### config.mk
export PLATFORM = sky130hd
export DESIGN_NAME = mem_wb_writeback
export DESIGN_NICKNAME = d
export VERILOG_FILES = /design/src/rtl/mem_wb_writeback.sv
export SDC_FILE = /design/constraint.sdc
export NUM_CORES = 2
export LEC_CHECK = 0
export BUFFER_PORTS_ARGS = -buffer_cell sky130_fd_sc_hd__buf_2
export CORE_ASPECT_RATIO = 0.6
export CORE_UTILIZATION = 45
export CTS_CLUSTER_DIAMETER = 120
export DETAILED_ROUTE_END_ITERATION = 8
export HOLD_SLACK_MARGIN = 0.15
export PLACE_DENSITY = 0.6
export RECOVER_POWER = 25
export SETUP_SLACK_MARGIN = 0.02
export SYNTH_ARGS = -nofsm -noshare
export SYNTH_HDL_FRONTEND = slang
export SYNTH_SLANG_ARGS = --single-unit
### constraint.sdc
create_clock -name clk -period 34.5 [get_ports clk]
set_clock_uncertainty 0.1 [all_clocks]
set_input_delay 5.175 -clock clk [delete_from_list [all_inputs] [get_ports clk]]
set_output_delay 5.175 -clock clk [all_outputs]
set_load 0.05 [all_outputs]
### src/rtl/mem_wb_writeback.sv
// Writeback stage: MemtoReg source mux, 32-entry register file with two async read ports, retired-write counter.
// Optional WB_BYPASS_EN: write-through bypass from the writeback value onto the read ports.
module mem_wb_writeback #(
    parameter int unsigned DATA_W = 32,
    parameter int unsigned ADDR_W = 5,
    parameter int unsigned CNT_W  = 32
) (
    input  logic              clk,
    input  logic              rst,
    input  logic              RegWrite_in,
    input  logic [1:0]        MemtoReg_in,
    input  logic [DATA_W-1:0] D_MEM_read_data_in,
    input  logic [DATA_W-1:0] D_MEM_read_addr_in,
    input  logic [DATA_W-1:0] pc_plus4_in,
    input  logic [ADDR_W-1:0] MEM_WB_RegisterRd_in,
    input  logic [ADDR_W-1:0] rs_addr,
    input  logic [ADDR_W-1:0] rt_addr,
    output logic [DATA_W-1:0] rs_data,
    output logic [DATA_W-1:0] rt_data,
    output logic [DATA_W-1:0] wb_data_out,
    output logic              wb_we_out,
    output logic [CNT_W-1:0]  wb_count
);

    localparam int unsigned NREGS = 2 ** ADDR_W;

    logic [DATA_W-1:0] regs_q [NREGS];
    logic [DATA_W-1:0] regs_d [NREGS];
    logic [CNT_W-1:0]  wb_count_q;
    logic [CNT_W-1:0]  wb_count_d;

    // Writeback source select; the illegal encoding yields zero and never commits.
    always_comb begin
        wb_data_out = '0;
        case (MemtoReg_in)
            2'b00:   wb_data_out = D_MEM_read_addr_in;
            2'b01:   wb_data_out = D_MEM_read_data_in;
            2'b10:   wb_data_out = pc_plus4_in;
            default: wb_data_out = '0;
        endcase
    end

    assign wb_we_out = RegWrite_in & (MemtoReg_in != 2'b11) & (MEM_WB_RegisterRd_in != '0);

    // Next-state: only the indexed entry changes, and only on an effective write.
    always_comb begin
        regs_d     = regs_q;
        wb_count_d = wb_count_q;
        if (wb_we_out) begin
            regs_d[MEM_WB_RegisterRd_in] = wb_data_out;
            wb_count_d                   = wb_count_q + CNT_W'(1);
        end
    end

    always_ff @(posedge clk or posedge rst) begin
        if (rst) begin
            for (int i = 0; i < int'(NREGS); i++) begin
                regs_q[i] <= '0;
            end
            wb_count_q <= '0;
        end else begin
            regs_q     <= regs_d;
            wb_count_q <= wb_count_d;
        end
    end

    assign wb_count = wb_count_q;

    // Read ports; index 0 is hardwired to zero and is never bypassed.
    always_comb begin
        rs_data = '0;
        rt_data = '0;
        if (rs_addr != '0) begin
            rs_data = regs_q[rs_addr];
        end
        if (rt_addr != '0) begin
            rt_data = regs_q[rt_addr];
        end
`ifdef WB_BYPASS_EN
        if (wb_we_out && (rs_addr == MEM_WB_RegisterRd_in)) begin
            rs_data = wb_data_out;
        end
        if (wb_we_out && (rt_addr == MEM_WB_RegisterRd_in)) begin
            rt_data = wb_data_out;
        end
`endif
    end

endmodule

==> flow_summary.json <==
{
  "syn_avg_cell_area_um2": 11.19,
  "postRouteWirelength_um": 186300,
  "globalRouteTotalUtil_pct": 30.59,
  "firstDrtPassIters": 7,
  "postcts_setup_bufs": 0,
  "cts.clk_slew.worst_paths_ns": 0.06,
  "critical_path_data_required_time_ns": 29.23,
  "post-dp-hpwl_um": 110900,
  "final.min_clock_period_ns": 17.45,
  "design.die.area_um2": 122700,
  "regToRegStartpoint": "wb_count[6]$_DFFE_PP0P_",
  "rr_endpoint": "wb_count[24]$_DFFE_PP0P_",
  "dominantRegCellSynth": "sky130_fd_sc_hd__dfrtp_1",
  "worst_slew_pin_slew_ns": 4.160,
  "num-fill-cells": 10680,
  "cp-endpoint": "wb_data_out[18]",
  "drt_first_iter_violations": 5013,
  "final_hold_viol_count": 0,
  "finalSetupViolations": 0,
  "gp_congestion": 0.8427,
  "failed_checks": "max-capacitance violations, max-slew violations",
  "setup.worst_path.end_class": "output pin",
  "drc_errors": 0,
  "power_density_nw_per_um2": 60.03,
  "cap_viol_max_count": 27,
  "antenna_found_initial": 9,
  "number_of_max_slew_violations_in_the_final_report": 918,
  "run_status": "finished with violations",
  "static-leakage-power_nw": 25.73,
  "startpoint_type": "input port",
  "critPathKind": "input port to output pin",
  "crit_fanout": 32,
  "synth_fp_nets": 4996,
  "die_h_um": 271.7,
  "cts.root.buffer_cell": "sky130_fd_sc_hd__clkbuf_16",
  "tritoncts": "done",
  "first_global_vias": 39260,
  "finalSetupTns_ns": 0,
  "clock_sink_total": 1056,
  "min_path_type": "flop to flop",
  "vias": 40980,
  "synth_async_sr_flop_share_pct": 100.0,
  "rr_worst_depth": 5,
  "port_buffers": 244,
  "synth_edf_count": 0,
  "number_of_buffers_created_by_cts": 103,
  "cts_resized": 0,
  "clock_insertion_delay_worst_skew_ns": 0.70,
  "netlist_area_um2": 54570,
  "vias_per_cell": 6.304,
  "number_of_hold_repair_buffers_added_at_the_cts_stage": 0,
  "yosysUniqueCellTypes": 41,
  "synth_seq_area_share_pct": 48.42,
  "core_area_um2": 119700,
  "ys.warnings.count": 0,
  "r2r_slack_ns": 31.84,
  "timing.final.crit_share_pct": 50.58,
  "critPathArrivalTime_ns": 12.17,
  "hold-worst-slack_ns": 0.2983,
  "avgRoutedWirePerCell_um": 28.65,
  "worst_ir_drop_vdd_mv": 0.04416,
  "cts-htree-levels": 3,
  "pin_count": 245,
  "fmax_mhz": 57.31,
  "grt_max_degree": 147,
  "num_rows": 98,
  "initial_utilization_pct": 45.60,
  "ys_ff_latch": 1056,
  "fp.dieW_um": 451.6,
  "slew-limit-headroom_pct": -177.3,
  "final_net_count": 4935,
  "maximum_number_of_buffers_from_clock_root_to_sink": 3,
  "synthCells": 4879,
  "area_delta_synth_final_pct": 10.41,
  "grt_remaining_overflow": 0,
  "drive_gt1_share_pct": 23.66,
  "detail-route-antenna-nets": 0,
  "grt_pass1_wl_um": 275600,
  "rsz0062_at_grt": "false",
  "cp-startpoint": "MemtoReg_in[0]"
}
==> flip-flops by register name (all words and copies together) (netlist names) <==
name / cells
wb_count: 32
regs_q: 1024
==> metal layers <==
metal | vias to the layer above | wire length (um) | global-route usage (%) | part of all wire, %
met5 | - | 18 | 0 | 0.0097
met4 | 2 | 5235 | 7.975 | 2.8
met3 | 313 | 19980 | 7.794 | 11
met2 | 2156 | 78850 | 42.89 | 42
met1 | 21040 | 82170 | 47.04 | 44
li1 | 17480 | - | - | -
==> cell usage in the layout (no fill, tap or decap), types with 19 or more instances in the layout <==
cell type,count
sky130_fd_sc_hd__dfrtp_1,1056
sky130_fd_sc_hd__nand2_1,675
sky130_fd_sc_hd__o21ai_0,654
sky130_fd_sc_hd__mux4_2,512
sky130_fd_sc_hd__a21oi_1,471
sky130_fd_sc_hd__nor2_1,441
sky130_fd_sc_hd__buf_2,205
sky130_fd_sc_hd__mux2_2,114
sky130_fd_sc_hd__mux2i_1,111
sky130_fd_sc_hd__clkbuf_16,106
sky130_fd_sc_hd__clkbuf_1,81
sky130_fd_sc_hd__buf_4,79
sky130_fd_sc_hd__a22oi_1,49
sky130_fd_sc_hd__a31oi_1,49
sky130_fd_sc_hd__inv_1,32
sky130_fd_sc_hd__xnor2_1,26
sky130_fd_sc_hd__a21oi_2,20
sky130_fd_sc_hd__clkbuf_8,20
sky130_fd_sc_hd__clkinv_2,19
==> power breakdown <==
part	internal, W	leakage, nW	switching, W
Sequential	0.00146	13.7	0.000176
Combinational	0.000357	10.2	0.000410
Clock	0.000709	1.77	0.000508
==> metrics by stage <==
step	worst slack [ns]	cells	util (%)	total power (W)	instance area, um2
2_1_floorplan	14.66	4879	-	0.002195	54580
3_3_place_gp	19.36	6313	47.52	0.002381	56870
3_5_place_dp	19.34	6313	47.52	0.002411	56870
4_1_cts	19.33	6498	50.53	0.003622	60470
5_1_grt	16.88	6498	50.34	0.003772	60250
6_report	17.05	6501	50.35	0.003617	60250
==> cells in the mapped netlist, types with 3 or more instances <==
master / n / share of area (%)
sky130_fd_sc_hd__nand4_1: 14 / 0.16
sky130_fd_sc_hd__mux2_2: 114 / 2.4
sky130_fd_sc_hd__o21ai_1: 19 / 0.17
sky130_fd_sc_hd__nand2_1: 682 / 4.7
sky130_fd_sc_hd__dfrtp_1: 1056 / 48
sky130_fd_sc_hd__nor2_1: 445 / 3.1
sky130_fd_sc_hd__nand3_1: 16 / 0.15
sky130_fd_sc_hd__or2_2: 3 / 0.034
sky130_fd_sc_hd__clkbuf_1: 341 / 2.3
sky130_fd_sc_hd__buf_4: 39 / 0.54
sky130_fd_sc_hd__inv_1: 33 / 0.23
sky130_fd_sc_hd__buf_1: 16 / 0.11
sky130_fd_sc_hd__a31oi_1: 49 / 0.56
sky130_fd_sc_hd__nor4_4: 3 / 0.12
sky130_fd_sc_hd__nor2_2: 6 / 0.069
sky130_fd_sc_hd__a221oi_1: 15 / 0.24
sky130_fd_sc_hd__and4_1: 3 / 0.048
sky130_fd_sc_hd__and3_1: 5 / 0.057
sky130_fd_sc_hd__nor3_2: 3 / 0.055
sky130_fd_sc_hd__buf_2: 129 / 1.2
sky130_fd_sc_hd__or3_1: 3 / 0.034
sky130_fd_sc_hd__mux4_2: 512 / 21
sky130_fd_sc_hd__xnor2_1: 26 / 0.42
sky130_fd_sc_hd__nand2b_1: 8 / 0.092
sky130_fd_sc_hd__mux2i_1: 111 / 2.0
sky130_fd_sc_hd__a21oi_1: 495 / 4.5
sky130_fd_sc_hd__o21ai_0: 653 / 6.0
sky130_fd_sc_hd__a22oi_1: 49 / 0.67
sky130_fd_sc_hd__nor2b_1: 10 / 0.11
sky130_fd_sc_hd__xor2_1: 5 / 0.080
==> critical path, stage by stage <==
cell                       delay (ns)
sky130_fd_sc_hd__clkbuf_1        1.34
sky130_fd_sc_hd__clkbuf_1        1.22
sky130_fd_sc_hd__nor2b_1         0.44
sky130_fd_sc_hd__clkbuf_1        1.18
sky130_fd_sc_hd__a21oi_1         0.71
sky130_fd_sc_hd__clkbuf_1        1.23
sky130_fd_sc_hd__inv_1           0.36
sky130_fd_sc_hd__buf_2           0.34
==> worst min path at each step <==
| stage | start | depth (start not counted) | to | slack [ns] |
|---|---|---|---|---|
| 2_1_floorplan | regs_q[1000]$_DFFE_PP0P_ | 1 | regs_q[1000]$_DFFE_PP0P_ | 0.34 |
| 3_3_place_gp | regs_q[1020]$_DFFE_PP0P_ | 0 | regs_q[1020]$_DFFE_PP0P_ | 0.28 |
| 3_5_place_dp | regs_q[992]$_DFFE_PP0P_ | 0 | regs_q[992]$_DFFE_PP0P_ | 0.28 |
| 4_1_cts | regs_q[992]$_DFFE_PP0P_ | 0 | regs_q[992]$_DFFE_PP0P_ | 0.30 |
| 5_1_grt | regs_q[1010]$_DFFE_PP0P_ | 0 | regs_q[1010]$_DFFE_PP0P_ | 0.31 |
| 6_report | regs_q[1021]$_DFFE_PP0P_ | 0 | regs_q[1021]$_DFFE_PP0P_ | 0.30 |
==> kinds of logic after synthesis <==
logic type,after synthesis,share of synthesized area [%]
buffers and inverters,558,4.402
multiplexers,737,25.52
AO/OA/AOI/OAI,1284,12.26
flip-flops,1056,48.42
adder cells (fa/ha/maj),1,0.02292
XOR/XNOR,31,0.4975
AND/OR/NAND/NOR,1212,8.875
==> layout make-up <==
class,instances,area [um2],area share [%]
sequential,1056,26430,43.86
tap,1600,2002,3.323
clock buffer,142,2988,4.959
inverter,33,125.1,0.2077
multi-input combinational,3265,26060,43.25
antenna,3,7.507,0.01246
clock inverter,43,613.1,1.018
timing repair buffer,359,2033,3.374
No activity file was read; power rests on OpenSTA's default activity.
